$ cat src/rtl/mem_access_unit_pkg.sv
// Shared MEM-stage definitions: funct3 load/store encodings, FSM states and alignment check.
package mem_access_unit_pkg;

  localparam logic [2:0] MEMOP_B  = 3'b000;
  localparam logic [2:0] MEMOP_H  = 3'b001;
  localparam logic [2:0] MEMOP_W  = 3'b010;
  localparam logic [2:0] MEMOP_BU = 3'b100;
  localparam logic [2:0] MEMOP_HU = 3'b101;

  typedef enum logic [2:0] {
    StIdle,
    StReq,
    StWait,
    StDone,
    StDrain
  } mem_state_e;

  function automatic logic is_misaligned(input logic [2:0] op, input logic [1:0] off);
    logic mis;
    case (op)
      MEMOP_H, MEMOP_HU: mis = off[0];
      MEMOP_W:           mis = (off != 2'b00);
      default:           mis = 1'b0;
    endcase
    return mis;
  endfunction

endpackage

$ cat src/rtl/mem_lane_fmt.sv
// Combinational byte-lane formatting: store enables/replication and load extract/extend.
module mem_lane_fmt
  import mem_access_unit_pkg::*;
(
  input  logic [2:0]  st_op_i,
  input  logic [1:0]  st_off_i,
  input  logic [31:0] st_data_i,
  output logic [3:0]  st_be_o,
  output logic [31:0] st_wdata_o,
  input  logic [2:0]  ld_op_i,
  input  logic [1:0]  ld_off_i,
  input  logic [31:0] ld_rdata_i,
  output logic [31:0] ld_data_o
);

  logic [7:0]  ld_byte;
  logic [15:0] ld_half;

  // funct3[1:0] selects size; the unsigned bit is irrelevant for stores.
  always_comb begin
    st_be_o    = 4'b1111;
    st_wdata_o = st_data_i;
    case (st_op_i[1:0])
      2'b00: begin
        st_be_o    = 4'b0001 << st_off_i;
        st_wdata_o = {4{st_data_i[7:0]}};
      end
      2'b01: begin
        st_be_o    = 4'b0011 << st_off_i;
        st_wdata_o = {2{st_data_i[15:0]}};
      end
      default: ;
    endcase
  end

  assign ld_byte = ld_rdata_i[{ld_off_i, 3'b000} +: 8];
  assign ld_half = ld_rdata_i[{ld_off_i[1], 4'b0000} +: 16];

  always_comb begin
    ld_data_o = ld_rdata_i;
    case (ld_op_i)
      MEMOP_B:  ld_data_o = {{24{ld_byte[7]}}, ld_byte};
      MEMOP_H:  ld_data_o = {{16{ld_half[15]}}, ld_half};
      MEMOP_BU: ld_data_o = {24'd0, ld_byte};
      MEMOP_HU: ld_data_o = {16'd0, ld_half};
      default:  ld_data_o = ld_rdata_i;
    endcase
  end

endmodule

$ cat src/rtl/mem_access_unit.sv
// MEM-stage load/store engine: drives the req/gnt/rvalid data bus and stalls the pipeline.
module mem_access_unit
  import mem_access_unit_pkg::*;
#(
  parameter int unsigned TIMEOUT_CYCLES = 64,
  parameter int unsigned ADDR_W         = 32
) (
  input  logic              clk,
  input  logic              reset,
  input  logic              flush,
  input  logic [2:0]        MemOp,
  input  logic              MemRead,
  input  logic              MemWrite,
  input  logic [ADDR_W-1:0] ALUResult,
  input  logic [31:0]       ReadData2,
  output logic              dmem_req,
  output logic              dmem_we,
  output logic [ADDR_W-1:0] dmem_addr,
  output logic [3:0]        dmem_be,
  output logic [31:0]       dmem_wdata,
  input  logic              dmem_gnt,
  input  logic              dmem_rvalid,
  input  logic [31:0]       dmem_rdata,
  output logic              stall_mem,
  output logic [31:0]       load_data,
  output logic              load_valid,
  output logic              misalign_exc,
  output logic              bus_err
);

  localparam int unsigned CntW = $clog2(TIMEOUT_CYCLES + 1);

  mem_state_e        state_q, state_d;
  logic [ADDR_W-1:0] addr_q, addr_d;
  logic [1:0]        off_q, off_d;
  logic [3:0]        be_q, be_d;
  logic [31:0]       wdata_q, wdata_d;
  logic [2:0]        op_q, op_d;
  logic              we_q, we_d;
  logic [CntW-1:0]   cnt_q, cnt_d;
  logic [31:0]       load_data_q, load_data_d;
  logic              load_valid_q, load_valid_d;
  logic              bus_err_q, bus_err_d;

  logic        access, misaligned, timeout;
  logic [CntW-1:0] cnt_inc;
  logic [3:0]  st_be;
  logic [31:0] st_wdata, ld_ext;

  // Gated by reset so the combinational outputs also read 0 while reset is held.
  assign access     = (MemRead | MemWrite) & ~flush & reset;
  assign misaligned = is_misaligned(MemOp, ALUResult[1:0]);
  assign cnt_inc    = cnt_q + 1'b1;
  assign timeout    = (cnt_inc == CntW'(TIMEOUT_CYCLES));

  mem_lane_fmt u_lane_fmt (
    .st_op_i    (MemOp),
    .st_off_i   (ALUResult[1:0]),
    .st_data_i  (ReadData2),
    .st_be_o    (st_be),
    .st_wdata_o (st_wdata),
    .ld_op_i    (op_q),
    .ld_off_i   (off_q),
    .ld_rdata_i (dmem_rdata),
    .ld_data_o  (ld_ext)
  );

  always_comb begin
    state_d      = state_q;
    addr_d       = addr_q;
    off_d        = off_q;
    be_d         = be_q;
    wdata_d      = wdata_q;
    op_d         = op_q;
    we_d         = we_q;
    cnt_d        = cnt_q;
    load_data_d  = '0;
    load_valid_d = 1'b0;
    bus_err_d    = 1'b0;
    stall_mem    = 1'b0;
    misalign_exc = 1'b0;
    unique case (state_q)
      StIdle: begin
        if (access) begin
          if (misaligned) begin
            misalign_exc = 1'b1;
          end else begin
            stall_mem = 1'b1;
            addr_d    = {ALUResult[ADDR_W-1:2], 2'b00};
            off_d     = ALUResult[1:0];
            be_d      = st_be;
            wdata_d   = st_wdata;
            op_d      = MemOp;
            we_d      = MemWrite;
            cnt_d     = '0;
            state_d   = StReq;
          end
        end
      end
      StReq: begin
        stall_mem = 1'b1;
        if (dmem_gnt) begin
          // A granted read is committed on the bus, so a flush must still drain it.
          if (flush) state_d = we_q ? StIdle : StDrain;
          else       state_d = we_q ? StDone : StWait;
        end else if (flush) begin
          state_d = StIdle;
        end
      end
      StWait: begin
        stall_mem = 1'b1;
        cnt_d     = cnt_inc;
        if (flush) begin
          state_d = (dmem_rvalid | timeout) ? StIdle : StDrain;
        end else if (dmem_rvalid) begin
          load_data_d  = ld_ext;
          load_valid_d = 1'b1;
          state_d      = StDone;
        end else if (timeout) begin
          bus_err_d    = 1'b1;
          load_valid_d = 1'b1;
          state_d      = StDone;
        end
      end
      StDone: begin
        state_d = StIdle;
      end
      StDrain: begin
        stall_mem = 1'b1;
        cnt_d     = cnt_inc;
        if (dmem_rvalid | timeout) state_d = StIdle;
      end
      default: state_d = StIdle;
    endcase
  end

  always_ff @(posedge clk or negedge reset) begin
    if (!reset) begin
      state_q      <= StIdle;
      addr_q       <= '0;
      off_q        <= '0;
      be_q         <= '0;
      wdata_q      <= '0;
      op_q         <= '0;
      we_q         <= 1'b0;
      cnt_q        <= '0;
      load_data_q  <= '0;
      load_valid_q <= 1'b0;
      bus_err_q    <= 1'b0;
    end else begin
      state_q      <= state_d;
      addr_q       <= addr_d;
      off_q        <= off_d;
      be_q         <= be_d;
      wdata_q      <= wdata_d;
      op_q         <= op_d;
      we_q         <= we_d;
      cnt_q        <= cnt_d;
      load_data_q  <= load_data_d;
      load_valid_q <= load_valid_d;
      bus_err_q    <= bus_err_d;
    end
  end

  assign dmem_req   = (state_q == StReq);
  assign dmem_we    = dmem_req & we_q;
  assign dmem_addr  = dmem_req ? addr_q : '0;
  assign dmem_be    = dmem_req ? be_q : '0;
  assign dmem_wdata = dmem_req ? wdata_q : '0;
  assign load_data  = load_data_q;
  assign load_valid = load_valid_q;
  assign bus_err    = bus_err_q;

endmodule

$ cat config.mk
export PLATFORM = sky130hd
export DESIGN_NAME = mem_access_unit
export DESIGN_NICKNAME = d
export VERILOG_FILES = /design/src/rtl/mem_access_unit_pkg.sv /design/src/rtl/mem_lane_fmt.sv /design/src/rtl/mem_access_unit.sv
export SDC_FILE = /design/constraint.sdc
export NUM_CORES = 1
export LEC_CHECK = 0
export CORE_UTILIZATION = 46
export DETAILED_ROUTE_END_ITERATION = 12
export GPL_TIMING_DRIVEN = 0
export PLACE_DENSITY_LB_ADDON = 0.15
export SETUP_SLACK_MARGIN = 0.15
export SLEW_MARGIN = 20
export SYNTH_ARGS = -nofsm -noshare
export SYNTH_HDL_FRONTEND = slang
export SYNTH_HIERARCHICAL = 1
export SYNTH_SLANG_ARGS = --single-unit
$ cat constraint.sdc
create_clock -name clk -period 2.95 [get_ports clk]
set_clock_uncertainty 0.1 [all_clocks]
set_input_delay 0.295 -clock clk [delete_from_list [all_inputs] [get_ports clk]]
set_output_delay 0.295 -clock clk [all_outputs]
set_load 0.005 [all_outputs]
Word level (Yosys, flattened, before mapping) --
Cells that the tools add are included.
Word-level totals: bits in latches 0, output and inout port bits 106, flip-flop bits (word level) 116, bits in read-only memories 0, bits in writable memories 0, input bits 106, memories 0, logic and storage cells 89
Operators by class: magnitude comparators 0, reduce and logical (&&, ||, !) cells 11, shifts and indexed selects 4, $mul 0, bitwise logic cells 7, mux-type cells 39, add/sub/neg operators 1, divide/modulo/power cells 0, equal/unequal tests 16
Operators with widths (count):
- 32-bit two-way mux | 5
- 32-bit one-hot mux with 4 select lines | 1
- 32-bit one-hot mux with 2 select lines | 1
- 3-bit two-way mux | 11
- 32-bit by 6-bit indexed part select with 16-bit output | 1
- 32-bit by 6-bit indexed part select with 8-bit output | 1
- 7-bit two-way mux | 2
- 7-bit one-hot mux with 2 select lines | 1
- 1-bit two-way mux | 13
- 3-bit == test, second input constant | 4
- 3-bit one-hot mux with 4 select lines | 1
- 3-bit by 1-bit == test with 1-bit output, second input constant | 3
- 4-bit one-hot mux with 2 select lines | 1
- 7-bit by 1-bit adder with 7-bit output, second input constant | 1
- 7-bit == test, second input constant | 1
- 3-bit by 2-bit == test with 1-bit output, second input constant | 2
- 3-bit logical NOT | 2
- 2-bit inequality test, second input constant | 3
- 3-bit AND reduction | 2
- 5-bit AND reduction | 1
- 4-bit two-way mux | 1
- 4-bit inequality test, second input constant | 1
- 1-bit one-hot mux with 2 select lines | 2
- 2-bit nonzero test | 2
- 10 further kinds | 15

Longest topological paths before layout --
depth in word-level cells 6, mapped depth 6, gate-level depth less buffers 5

Hierarchy --
Netlist, hierarchy kept.
By module, submodules not included:
- mem_access_unit | area each 5003.5 µm², cells an instance 395, sequential area each 2902.8 µm², times used 1
- mem_lane_fmt | area each 1326.3 µm², cells an instance 184, sequential area each 0.0 µm², times used 1

Worst setup path after synthesis --
Ideal clock, no wire load.
path type register -> register, from register state_q[1], to register addr_q[10], setup slack 736 ps, period minus slack after synthesis 2214 ps, cell stages (with the launch flop) 7, arrival 1990 ps, path through dfrtp_1 > buf_6 > or3_1 > or4b_4 > nor2_4 > buf_4 > mux2_2
On the way: word-level cells in the longest chain between the ends 2
RTL lines:
- start: declaration | line mem_access_unit.sv:33 | mem_state_e state_q, state_d;
- start signal: assignment | line mem_access_unit.sv:139 | state_q <= StIdle;
- start signal: assignment | line mem_access_unit.sv:151 | state_q <= state_d;
- 3-bit logical NOT | line mem_access_unit.sv:82 | unique case (state_q)
- 3-bit AND reduction (no line)
- end signal: assignment | line mem_access_unit.sv:152 | addr_q <= addr_d;
- end: declaration | line mem_access_unit.sv:34 | logic [ADDR_W-1:0] addr_q, addr_d;
Every way passes these cells. A chain may end at the register's enable or synchronous reset.

Worst setup path in the final report --
from register state_q[1], to output port stall_mem
On the way: word-level cells in the longest chain between the ends 3, elaborated cells on any way between the ends 6
RTL lines:
- 3-bit by 1-bit == test with 1-bit output, or another cell as far along | line mem_access_unit.sv:82
- 3-bit OR reduction (no line)
- 1-bit one-hot mux with 2 select lines (*) | line mem_access_unit.sv:82
- end: declaration | line mem_access_unit.sv:24 | output logic stall_mem,
Mark *: on every way between the ends. The rest lies on a longest branch, timed or not.

==> out/results.ini <==
[power]
p_per_area_nw_per_um2=877
peakVddDrop_mv=0.484
p_leak_nw=4.32

[critical_path]
crit_path_top_delay_cell=or4b_4
cp-startpoint=state_q[1]$_DFFE_PN0P_
crit_chain=buf_6 -> or3_4 -> or4b_4 -> o21ai_4 -> or2_4 -> dlygate4sd2_1
required_ns=2.56
path_max_fanout=9
r2r-end=wdata_q[22]$_DFFE_PN0P_
r2r_start=state_q[1]$_DFFE_PN0P_
cp-end-kind=primary output
critPathMaxStageDelay_ns=0.54
criticalPathCategory=reg -> out
cp.depth=6
crit_family=simple AND/OR/NAND/NOR gates
crit_buf_inv=2
cp-start-kind=register
rrSetupSlack_ns=0.34
rr_worst_depth=7
crit_arrival_ns=2.34
endpoint=stall_mem

[place]
numPortBuffers=207
place.gp.congestion=0.932
pre_cts_ws_ns=-0.0659
placed_area_um2=8660
post-dp-hpwl_mm=13.0

[die]
die_h_um=119
start_util_pct=47.4
core-area_um2=13300
num_rows=42
die_area_um2=14200
pin_count=212
die_w_um=119

[logic_synthesis]
ys_types=52
synth.largest_area_cell=dfrtp_1
synth_area_um2=6330
yosysWarningCount=6
synth_edf_count=0
ys_seq_area_share_pct=45.9
syn_inst=579
synthArstFlopShare_pct=100
yosys-top-cells-count=dfrtp_1 (116), and3_1 (100), mux2_2 (83)
synth.area.top_cells=dfrtp_1 (46%), mux2_2 (15%), and3_1 (9.9%)
ys_ff_latch=116
synthDominantCellAreaShare_pct=45.9
syn_area_per_cell_um2=10.9
ys.flop_type=dfrtp_1
yosysMostFrequentCell=dfrtp_1

[clock_network]
insertion_delay_ns=0.42
cts_buffers=17
htree_levels=4
cts.sink_count=116
cts_tree=built
clockBufferDepth=2
clkTransAtPathRegs_ns=0.05
root_buffer=clkbuf_16

[sta]
post-route-period-util_pct=92.6
layout_setup_ws_ns=0.218
layout_min_cycle_time_ns=2.73
worst_pin_slew_ns=0.659
final-setup-viol-count=0
report.final.slew_viol_count=0
fmax_ghz=0.366
hold_viol=0
rsz0062_at_grt=no
slew_headroom_pct=55.9

[global_routing]
grt_pass1_vias=5472
gr-total-overflow=0
grt_usage_pct=25.6
grt_pass1_wl_mm=27.9
antenna_found_initial=0
grt_max_degree=62

[cells_and_area]
layout-drive-gt1-share_pct=22.9
n_fill_cell=953
diodes=0
nNetsFinal=923
areaGrowthSynthToFinish_pct=49.3
stdcell_area_um2=9450

[detailed_routing]
dr.first_iter.drc_count=526
vias=5520
wire_per_inst_um=18.0
postRouteAntennaNets=0
drt-vias-per-instance=5.49
post-route-drc-count=0
firstDrtPassIters=5
drt_wl_total_mm=18.1

[flow_run]
maxCapViolations=0

[worst_hold_path]
min_path_type=in -> reg

[outcome]
status=completed

## cells by family after synthesis
family,after synthesis,share of synthesized area [%]
AND/OR/NAND/NOR,221,21.0
flip-flops,116,45.9
multiplexers,110,19.8
AO/OA/AOI/OAI,64,6.78
buffers and inverters,64,6.05
XOR/XNOR,2,0.277
adder cells (fa/ha/maj),1,0.198
other,1,0.0592
## cell type report
| cell class | count | area, um2 | area share (%) |
|---|---|---|---|
| buffer | 62 | 390 | 4.13 |
| clock buffer | 18 | 439 | 4.65 |
| clock inverter | 14 | 184 | 1.95 |
| inverter | 2 | 7.51 | 0.0794 |
| multi-input combinational | 400 | 3090 | 32.7 |
| sequential | 116 | 2910 | 30.7 |
| tap | 176 | 220 | 2.33 |
| timing repair buffer | 217 | 2220 | 23.5 |
## worst min-delay path by stage
stage                                      start                endpoint  slack, ns  cells past startpoint
after global routing                 dmem_rvalid  load_data[0]$_DFF_PN0_       0.27                      2
after global placement    wdata_q[4]$_DFFE_PN0P_  wdata_q[4]$_DFFE_PN0P_       0.38                      1
after CTS                                  flush  state_q[2]$_DFFE_PN0P_       0.23                      3
final                                      flush  state_q[2]$_DFFE_PN0P_       0.24                      3
after floorplan                            reset  addr_q[10]$_DFFE_PN0P_      -0.10                      0
after detailed placement                   reset    cnt_q[5]$_DFFE_PN0P_       0.20                      1
## registers in the layout, summed over array words and instances, names as in the netlist, 2 cells and up
signal and flops:
be_q 4, addr_q 30, load_data 32, off_q 2, state_q 3, op_q 3
wdata_q 32, cnt_q 7
## placed cells by master, fill, tap and decap left out, types with 8 or more instances in the layout
| cell | count |
|---|---|
| a211oi_1 | 14 |
| nor3_1 | 15 |
| nand3b_1 | 8 |
| mux2_2 | 83 |
| clkbuf_16 | 18 |
| and3_1 | 100 |
| mux2i_1 | 19 |
| o21ai_0 | 14 |
| nand3_1 | 12 |
| dfrtp_1 | 114 |
| clkbuf_1 | 23 |
| nand2_1 | 41 |
| buf_4 | 23 |
| buf_6 | 10 |
| clkdlybuf4s50_1 | 204 |
| a22oi_1 | 16 |
## report_power, final
group / internal (mW) / switching [mW]
Clock: 1.43 / 0.755
Sequential: 2.15 / 0.332
Combinational: 2.07 / 1.56
Total: 5.65 / 2.64
## metal layers
metal,GRT usage (%),wire length [um],vias to the layer above
li1,-,-,2569
met1,29.6,7300,2675
met2,42.8,8810,240
met3,9.24,1570,36
met4,10.2,389,0
met5,0,0,-
## worst register-to-register path: stages, from the launching register on
cell	delay, ns
dfrtp_1	0.37
buf_6	0.14
or3_4	0.33
or4b_4	0.54
buf_4	0.17
nor2_4	0.22
buf_4	0.26
mux2_2	0.37
## what timing repair did
action | in CTS | in global routing
buffers inserted | 4 | 2
cloned | 0 | 1
hold buffers | 2 | 0
pin swaps | 3 | 2
resized for setup | 17 | 5
setup endpoints to repair | 69 | 60
endpoints found under the hold margin | 57 | 0
## metrics by stage
step / hold WS, ns / instances / util, % / total power, mW / setup TNS, ns
final: 0.244 / 1005 / 70.8 / 8.29 / 0
after global routing: 0.268 / 1005 / 70.8 / 8.72 / 0
after CTS: 0.227 / 1002 / 70.4 / 8.29 / 0
after detailed placement: 0.196 / 964 / 64.9 / 5.98 / -0.0659
after global placement: 0.381 / 963 / 64.6 / 5.85 / -630.66
after floorplan: -0.101 / 580 / - / 4.43 / 0
Power figures use the tool's default switching activity.
